<file path="src/rtl/fp_pkg.sv">
// rtl/fp_pkg.sv - shared FP32 field constants and operand class enum for packer/unpacker
package fp_pkg;

  localparam int FP32_EXP_BIAS = 127;
  localparam int FP32_EXP_MAX  = 255;
  localparam int FP32_FRAC_W   = 23;
  localparam int MANT_W        = 24;

  typedef enum logic [2:0] {
    ZERO,
    DENORM,
    NORMAL,
    INF,
    QNAN,
    SNAN
  } fp_class_t;

endpackage

</file>
<file path="src/rtl/fp_unpacker_if.sv">
// rtl/fp_unpacker_if.sv - operand-in / unpacked-result-out handshake bundle
interface fp_unpacker_if #(
  parameter int EXP_W = 10
);

  logic                    in_valid;
  logic                    in_ready;
  logic [31:0]             in_data;
  logic                    out_valid;
  logic                    out_ready;
  logic                    out_sign;
  logic signed [EXP_W-1:0] out_exp;
  logic [23:0]             out_frac;
  logic                    out_is_zero;
  logic                    out_is_denorm;
  logic                    out_is_inf;
  logic                    out_is_nan;
  logic                    out_is_snan;

  modport slave (
    input  in_valid, in_data, out_ready,
    output in_ready, out_valid, out_sign, out_exp, out_frac,
    output out_is_zero, out_is_denorm, out_is_inf, out_is_nan, out_is_snan
  );

  modport master (
    output in_valid, in_data, out_ready,
    input  in_ready, out_valid, out_sign, out_exp, out_frac,
    input  out_is_zero, out_is_denorm, out_is_inf, out_is_nan, out_is_snan
  );

endinterface

</file>
<file path="src/rtl/fp_classify.sv">
// rtl/fp_classify.sv - combinational FP32 field decode into class plus starting exponent/mantissa
module fp_classify
  import fp_pkg::*;
#(
  parameter int EXP_W = 10
) (
  input  logic [31:0]             data,
  output fp_class_t               cls,
  output logic signed [EXP_W-1:0] exp,
  output logic [MANT_W-1:0]       frac
);

  logic [7:0]             field_exp;
  logic [FP32_FRAC_W-1:0] field_frac;

  assign field_exp  = data[30:23];
  assign field_frac = data[22:0];

  always_comb begin
    cls  = NORMAL;
    exp  = $signed({{(EXP_W-8){1'b0}}, field_exp});
    frac = {1'b1, field_frac};
    if (field_exp == 8'd0) begin
      if (field_frac == '0) begin
        cls  = ZERO;
        exp  = '0;
        frac = '0;
      end else begin
        // denormals start at exponent 1 with no hidden bit; the shifter normalises them
        cls  = DENORM;
        exp  = EXP_W'(1);
        frac = {1'b0, field_frac};
      end
    end else if (field_exp == 8'(FP32_EXP_MAX)) begin
      if (field_frac == '0) begin
        cls = INF;
      end else if (field_frac[FP32_FRAC_W-1]) begin
        cls = QNAN;
      end else begin
        cls = SNAN;
      end
    end
  end

endmodule

</file>
<file path="src/rtl/fp_unpacker.sv">
// rtl/fp_unpacker.sv - FP32 unpacker: classify on accept, normalise denormals one bit per cycle
module fp_unpacker
  import fp_pkg::*;
#(
  parameter int EXP_W = 10
) (
  input  logic         clk,
  input  logic         rst,
  fp_unpacker_if.slave bus
);

  typedef enum logic [1:0] {
    IDLE,
    NORM,
    OUT
  } state_t;

  state_t state_q, state_d;

  logic                    valid_q, valid_d;
  logic                    sign_q, sign_d;
  logic signed [EXP_W-1:0] exp_q, exp_d;
  logic [MANT_W-1:0]       frac_q, frac_d;
  logic                    zero_q, zero_d;
  logic                    denorm_q, denorm_d;
  logic                    inf_q, inf_d;
  logic                    nan_q, nan_d;
  logic                    snan_q, snan_d;

  fp_class_t               cls;
  logic signed [EXP_W-1:0] cls_exp;
  logic [MANT_W-1:0]       cls_frac;
  logic [MANT_W-1:0]       frac_shift;
  logic                    in_ready;
  logic                    accept;
  logic                    load;

  fp_classify #(.EXP_W(EXP_W)) u_classify (
    .data (bus.in_data),
    .cls  (cls),
    .exp  (cls_exp),
    .frac (cls_frac)
  );

  assign in_ready   = ~rst & ((state_q == IDLE) | ((state_q == OUT) & bus.out_ready));
  assign accept     = bus.in_valid & in_ready;
  assign frac_shift = {frac_q[MANT_W-2:0], 1'b0};

  always_comb begin
    state_d  = state_q;
    valid_d  = valid_q;
    sign_d   = sign_q;
    exp_d    = exp_q;
    frac_d   = frac_q;
    zero_d   = zero_q;
    denorm_d = denorm_q;
    inf_d    = inf_q;
    nan_d    = nan_q;
    snan_d   = snan_q;
    load     = 1'b0;

    case (state_q)
      IDLE: begin
        load = accept;
      end
      NORM: begin
        // leave as soon as the shifted-in hidden bit appears so latency is 1+s
        if (frac_q[MANT_W-1]) begin
          state_d = OUT;
          valid_d = 1'b1;
        end else begin
          frac_d = frac_shift;
          exp_d  = exp_q - EXP_W'(1);
          if (frac_shift[MANT_W-1]) begin
            state_d = OUT;
            valid_d = 1'b1;
          end
        end
      end
      OUT: begin
        if (accept) begin
          load = 1'b1;
        end else if (bus.out_ready) begin
          state_d = IDLE;
          valid_d = 1'b0;
        end
      end
      default: begin
        state_d = IDLE;
        valid_d = 1'b0;
      end
    endcase

    if (load) begin
      sign_d   = bus.in_data[31];
      exp_d    = cls_exp;
      frac_d   = cls_frac;
      zero_d   = (cls == ZERO);
      denorm_d = (cls == DENORM);
      inf_d    = (cls == INF);
      nan_d    = (cls == QNAN) | (cls == SNAN);
      snan_d   = (cls == SNAN);
      state_d  = (cls == DENORM) ? NORM : OUT;
      valid_d  = (cls != DENORM);
    end
  end

  always_ff @(posedge clk) begin
    if (rst) begin
      state_q  <= IDLE;
      valid_q  <= 1'b0;
      sign_q   <= 1'b0;
      exp_q    <= '0;
      frac_q   <= '0;
      zero_q   <= 1'b0;
      denorm_q <= 1'b0;
      inf_q    <= 1'b0;
      nan_q    <= 1'b0;
      snan_q   <= 1'b0;
    end else begin
      state_q  <= state_d;
      valid_q  <= valid_d;
      sign_q   <= sign_d;
      exp_q    <= exp_d;
      frac_q   <= frac_d;
      zero_q   <= zero_d;
      denorm_q <= denorm_d;
      inf_q    <= inf_d;
      nan_q    <= nan_d;
      snan_q   <= snan_d;
    end
  end

  assign bus.in_ready      = in_ready;
  assign bus.out_valid     = valid_q;
  assign bus.out_sign      = sign_q;
  assign bus.out_exp       = exp_q;
  assign bus.out_frac      = frac_q;
  assign bus.out_is_zero   = zero_q;
  assign bus.out_is_denorm = denorm_q;
  assign bus.out_is_inf    = inf_q;
  assign bus.out_is_nan    = nan_q;
  assign bus.out_is_snan   = snan_q;

endmodule

</file>
<file path="src/flat_wrapper.sv">
// flat-port wrapper written by rule: the top's interface ports become plain ports
module fp_unpacker_flat import fp_pkg::*;
#(
  parameter int EXP_W = 10
)
  (clk, rst, bus_in_valid, bus_in_data, bus_out_ready, bus_in_ready, bus_out_valid, bus_out_sign, bus_out_exp, bus_out_frac, bus_out_is_zero, bus_out_is_denorm, bus_out_is_inf, bus_out_is_nan, bus_out_is_snan);
  fp_unpacker_if #(.EXP_W(EXP_W)) bus_i ();
  input  logic clk;
  input  logic rst;
  input wire logic [$bits(bus_i.in_valid)-1:0] bus_in_valid;
  input wire logic [$bits(bus_i.in_data)-1:0] bus_in_data;
  input wire logic [$bits(bus_i.out_ready)-1:0] bus_out_ready;
  output wire logic [$bits(bus_i.in_ready)-1:0] bus_in_ready;
  output wire logic [$bits(bus_i.out_valid)-1:0] bus_out_valid;
  output wire logic [$bits(bus_i.out_sign)-1:0] bus_out_sign;
  output wire logic [$bits(bus_i.out_exp)-1:0] bus_out_exp;
  output wire logic [$bits(bus_i.out_frac)-1:0] bus_out_frac;
  output wire logic [$bits(bus_i.out_is_zero)-1:0] bus_out_is_zero;
  output wire logic [$bits(bus_i.out_is_denorm)-1:0] bus_out_is_denorm;
  output wire logic [$bits(bus_i.out_is_inf)-1:0] bus_out_is_inf;
  output wire logic [$bits(bus_i.out_is_nan)-1:0] bus_out_is_nan;
  output wire logic [$bits(bus_i.out_is_snan)-1:0] bus_out_is_snan;
  assign bus_i.in_valid = bus_in_valid;
  assign bus_i.in_data = bus_in_data;
  assign bus_i.out_ready = bus_out_ready;
  assign bus_in_ready = bus_i.in_ready;
  assign bus_out_valid = bus_i.out_valid;
  assign bus_out_sign = bus_i.out_sign;
  assign bus_out_exp = bus_i.out_exp;
  assign bus_out_frac = bus_i.out_frac;
  assign bus_out_is_zero = bus_i.out_is_zero;
  assign bus_out_is_denorm = bus_i.out_is_denorm;
  assign bus_out_is_inf = bus_i.out_is_inf;
  assign bus_out_is_nan = bus_i.out_is_nan;
  assign bus_out_is_snan = bus_i.out_is_snan;
  fp_unpacker #(.EXP_W(EXP_W)) u_core (.clk(clk), .rst(rst), .bus(bus_i));
endmodule
</file>
<file path="config.mk">
export PLATFORM = sky130hd
export DESIGN_NAME = fp_unpacker_flat
export DESIGN_NICKNAME = d
export VERILOG_FILES = /design/src/rtl/fp_pkg.sv /design/src/rtl/fp_unpacker_if.sv /design/src/rtl/fp_classify.sv /design/src/rtl/fp_unpacker.sv /design/src/flat_wrapper.sv
export SDC_FILE = /design/constraint.sdc
export NUM_CORES = 1
export LEC_CHECK = 0
export BUFFER_PORTS_ARGS = -buffer_cell sky130_fd_sc_hd__buf_2
export CORE_MARGIN = 3
export CORE_UTILIZATION = 30
export CTS_BUF_LIST = sky130_fd_sc_hd__clkbuf_4
export DETAILED_ROUTE_END_ITERATION = 12
export REMOVE_ABC_BUFFERS = 1
export SLEW_MARGIN = 20
export SYNTH_ARGS = -nofsm -noshare
export SYNTH_HDL_FRONTEND = slang
export SYNTH_HIERARCHICAL = 1
export SYNTH_SLANG_ARGS = --single-unit
export TNS_END_PERCENT = 20
</file>
<file path="constraint.sdc">
create_clock -name clk -period 2.9 [get_ports clk]
set_input_delay 0.145 -clock clk [delete_from_list [all_inputs] [get_ports clk]]
set_output_delay 0.145 -clock clk [all_outputs]
set_load 0.005 [all_outputs]
</file>
---- Yosys cells after proc, flatten, opt, wreduce, memory -nomap -nowiden ----
Index checks and enable logic that the tools add are counted.
storage, ports and cells
  flip-flop bits (word level) ............. 43
  output and inout port bits .............. 42
cells by class
  $add $sub $neg .......................... 1
  equality and inequality tests ........... 13
  mux-type cells .......................... 30
  bitwise logic cells ..................... 6
  reduce and logical (&&, ||, !) cells .... 7
operator list
  operator                                                                 number
  24-bit 2-to-1 mux                                                        4
  10-bit 2-to-1 mux                                                        3
  23-bit logical NOT                                                       1
  23-bit 2-to-1 mux                                                        1
  2-bit 2-to-1 mux                                                         6
  10-bit by 2-bit subtractor with 10-bit output, second input constant     1
  1-bit 2-to-1 mux                                                         9
  3-bit 2-to-1 mux                                                         3
  8-bit == test, second input constant                                     1
  8-bit logical NOT                                                        1
  8-bit 2-to-1 mux                                                         1
  3-bit == test, second input constant                                     2
  2-bit case mux with 3 select lines                                       1
  4-bit by 1-bit inequality test with 1-bit output, second input constant  1
  4-bit AND reduction                                                      1
  1-bit bitwise AND                                                        3
  3-bit by 1-bit == test with 1-bit output, second input constant          1
  3-bit by 2-bit == test with 1-bit output, second input constant          1
  3-bit logical NOT                                                        1
  3-bit by 1-bit inequality test with 1-bit output, second input constant  1
  3-bit by 2-bit inequality test with 1-bit output, second input constant  1
  3-bit inequality test, second input constant                             1
  1-bit case mux with 3 select lines                                       1
  2-bit by 1-bit == test with 1-bit output, second input constant          1
  9 further kinds                                                          10

---- Logic depth before layout (Yosys ltp) ----
  word-level depth ........................ 9
  gate-level depth with buffers ........... 8
  mapped depth without buffers ............ 8

---- By module ----
Netlist, hierarchy kept.
modules (own cells, without submodules)
  module       times used  cells an instance  area each (sq um)  seq. area each (sq um)
  fp_unpacker  1           240                1948.1             840.8
  fp_classify  1           53                 274.0              0.0

---- Least setup slack after synthesis ----
No wires, ideal clock.
  kind .................................... input-to-reg
  from .................................... input bus_in_data[30]
  to ...................................... register u_core.state_q[1]
  setup time .............................. 132 ps
  data arrival time ....................... 1599 ps
  slack ................................... 1168 ps
  stages .................................. 8
  path buffers ............................ 0
  cells stage by stage .................... or4_4 -> nor2_4 -> o21ai_2 -> o21ai_1 -> nor3b_1 -> nand4_1 -> a31oi_1 -> a21oi_1
on the way
  longest elaborated chain between the ends .. 6
  elaborated cells on any way between the ends .. 7
ends and longest elaborated chain
  item                                          line                text
  start, declared                               flat_wrapper.sv:11  input wire logic [$bits(bus_i.in_data)-1:0] bus_in_data;
  8-bit == test                                 fp_classify.sv:34   end else if (field_exp == 8'(FP32_EXP_MAX)) begin
  3-bit 2-to-1 mux                              fp_classify.sv:34
  3-bit 2-to-1 mux (*)                          fp_classify.sv:23   if (field_exp == 8'd0) begin
  net u_core.cls[0]                             fp_unpacker.sv:30   fp_class_t cls;
  3-bit by 1-bit == test with 1-bit output (*)  fp_unpacker.sv:103  state_d = (cls == DENORM) ? NORM : OUT;
  2-bit 2-to-1 mux (*)                          fp_unpacker.sv:103
  2-bit 2-to-1 mux (*)                          fp_unpacker.sv:94   if (load) begin
  end signal, assigned                          fp_unpacker.sv:121  state_q <= state_d;
  end, declared                                 fp_unpacker.sv:18   state_t state_q, state_d;
Mark *: on every way through the listed nets, which the timed path passes. The rest lies on a longest branch.
A chain may end at the register's enable or synchronous reset.

---- Worst setup path in the final report ----
  from .................................... register u_core.frac_q[23] (netlist: u_core/bus.out_frac[23])
  to ...................................... register u_core.exp_q[4] (netlist: u_core/bus.out_exp[4])
on the way
  longest elaborated chain between the ends .. 2
ends and longest elaborated chain
  item                             line                text
  start, declared                  fp_unpacker.sv:23   logic [MANT_W-1:0] frac_q, frac_d;
  start signal, assigned           fp_unpacker.sv:125  frac_q <= frac_d;
  2-bit inequality test (no line)  --
  2-bit AND reduction (no line)    --
  end signal, assigned             fp_unpacker.sv:124  exp_q <= exp_d;
  end, declared                    fp_unpacker.sv:22   logic signed [EXP_W-1:0] exp_q, exp_d;
Every way passes these cells.

==> metrics.csv <==
metric,value,unit
layout_worst_path_cycle_share,69.1,%
p_sw_share,28.2,%
drtIter0Drc,120,
arrival,2.28,ns
max_stage_delay,0.61,ns
fillers,775,
start_util,31.8,%
p_comb_share,16.2,%
yosys_warnings,6,
grt_pass1_wl,10200,um
status,"finished, final reports clean",
rows,30,
grt_usage,14.8,%
synth_commonest_cells,"clkbuf_1, dfxtp_1, nand2_1, nor2_1, a311oi_1",
die_h,92.1,um
port_buffers,77,
syn2layout_area_growth,18.6,%
ant_nets,0,
clockBufferDepth,2,
cts-resized-gates,0,
finalSetupViolations,0,
finalCriticalPeriod,2.00,ns
synth.avg_cell_area,7.58,um^2
crit_type,register to register,
cts.sinks,42,
place_congestion,0.791,
seq_power_share,57.6,%
ys_types,42,
critPathTopFamily,simple AND/OR/NAND/NOR gates,
rsz0062_at_grt,no,
grt_pass1_vias,1976,
multi_input_area,1170,um^2
slew_headroom,57.8,%
synth_cells,293,
fin_skew,0.0116,ns
crit_fanout,13,
synth-seq-cells,42,
root_buffer,clkbuf_4,
hold_viol_final,0,
cts_buffers,5,
leakage,1.06,nW
io_pins,78,
rrSetupSlack,0.90,ns
synth_top_area_share,37.8,%
grt_overflow_total,0,
synth_top_area_cell,dfxtp_1,
grt_max_degree,43,
synth_top_cells_by_area,"dfxtp_1, clkbuf_1, a311oi_1",
cts_tree,yes,
min_path_type,primary input to register,
power_density,426,nW/um^2
async_flop_share,0,%
worst_setup_path_end_kind,register,
cap_violations,0,
drive_above_1_share,29.5,%
synthMostInstantiatedCell,clkbuf_1,
diodes,0,
worst_slew_pin_slew,0.634,ns
ys.flop_type,dfxtp_1,
report.final.slew_viol_count,0,
dieArea,8480,um^2
wl_per_cell,14.7,um
wl,6290,um
crit_required,3.18,ns
power.share.clock,26.2,%
post-route-util,37.8,%
finalSetupTns,0,ns
via_per_inst,5.09,
cts-htree-levels,2,
dp_hpwl,4560,um
die_width,92.1,um
vias,2178,
final_cells,428,
critPathLaunchType,register,
syn-cell-area,2220,um^2
slowest_stage,or3b_1,
max_freq,499,MHz
layout.nets,369,
drc,0,
cp_num_buf_inv,0,
crit_chain,or3b_1 -> or4_1 -> xor2_1 -> a211oi_1,
dpl.cell_count,420,
switchingPower,0.316,mW
core_region_area,6980,um^2
drtPass1Iterations,4,
yosysSeqAreaShare,37.8,%
ir_drop,152,uV
synth_edf_count,0,
p_int,0.807,mW
clock_latency,0.35,ns
clk_pin_slew_worst_paths,0.13,ns
regArea,841,um^2
antenna_found_initial,1,
finalPower,1.12,mW
## sequential cells by signal, indices dropped and copies added (netlist names)
name                      cells
u_core/bus.out_frac          24
u_core/bus.out_exp           10
u_core/state_q                2
u_core/bus.out_is_denorm      1
u_core/bus.out_is_inf         1
u_core/bus.out_is_nan         1
u_core/bus.out_is_snan        1
u_core/bus.out_is_zero        1
u_core/bus.out_sign           1
## logic make-up (layout without fill, tap and decap cells)
family                   Yosys count  count (layout)  synth area share [%]
AO/OA/AOI/OAI                     50              50                  16.8
other                              1               2                 0.169
AND/OR/NAND/NOR                  137             137                  32.2
adder cells (fa/ha/maj)            1               1                 0.563
flip-flops                        42              42                  37.8
buffers and inverters             56              94                  10.1
XOR/XNOR                           6               6                  2.36
## area by class of cell
type	instances	share of cell area [%]
repair buffers	82	16.6
well taps	96	4.56
flip-flops and latches	42	31.9
multi-input cells	196	44.2
inverters	5	0.712
clock buffers	7	1.99
## per-stage QoR
step | cell area, um^2 | hold WS [ns] | setup slack (ns)
after floorplan | 2020 | 0.214 | 0.285
after global placement | 2570 | 0.330 | 0.886
after detailed placement | 2570 | 0.342 | 0.838
after CTS | 2640 | 0.0450 | 0.883
after global routing | 2640 | 0.0620 | 0.687
final | 2640 | 0.0727 | 0.895
## per-layer routing
metal | up-vias | track usage (%) | part of all wire (%)
met5 | - | 0 | 0.11
met4 | 2 | 3.59 | 0.67
met3 | 6 | 3.94 | 5.6
met2 | 65 | 24.5 | 48
met1 | 1017 | 19.2 | 46
li1 | 1088 | - | -
## tightest hold or removal path: stages
cell	delay [ns]
buf_2	0.12
nand2_1	0.06
a21oi_1	0.05
## layout by cell type, fill, tap and decap left out, drive strengths merged
master	n
buf	81
dfxtp	42
nor2	40
nand2	39
a311oi	17
a211oi	15
nor3	13
a21oi	10
nor3b	10
clkbuf	7
nor4	6
or4	6
inv	5
nand4	5
nand4b	4
xor2	4
nand3b	3
nand3	3
nand2b	2
or2	2
xnor2	2
conb	2
o21ai	2
dlygate4sd3	1
and2	1
o211ai	1
a31oi	1
or3b	1
and3	1
o31ai	1
o21a	1
or4b	1
o41ai	1
ha	1
o21ba	1
## final timing paths
kind              cells past startpoint                                   to                            startpoint
setup / recovery                      4   u_core/bus.out_exp[4]$_SDFFE_PP0P_  u_core/bus.out_frac[23]$_SDFFE_PP0P_
hold / removal                        3  u_core/bus.out_frac[0]$_SDFFE_PP0P_                        bus_in_data[0]
setup reg to reg                      4   u_core/bus.out_exp[4]$_SDFFE_PP0P_  u_core/bus.out_frac[23]$_SDFFE_PP0P_
hold reg to reg                       2   u_core/bus.out_is_inf$_SDFFE_PP0P_    u_core/bus.out_is_inf$_SDFFE_PP0P_
## power by group through the flow
stage	sequential, mW	combinational, mW	clock [mW]
final	0.647	0.181	0.295
after global routing	0.655	0.203	0.328
after CTS	0.648	0.183	0.309
after detailed placement	0.661	0.182	0
after global placement	0.661	0.179	0
after floorplan	0.657	0.0796	0
## timing repair
item	in CTS	in global routing
hold buffers	1	0
buffers inserted	0	0
endpoints found under the hold margin	1	0
Power figures use the tool's default switching activity.
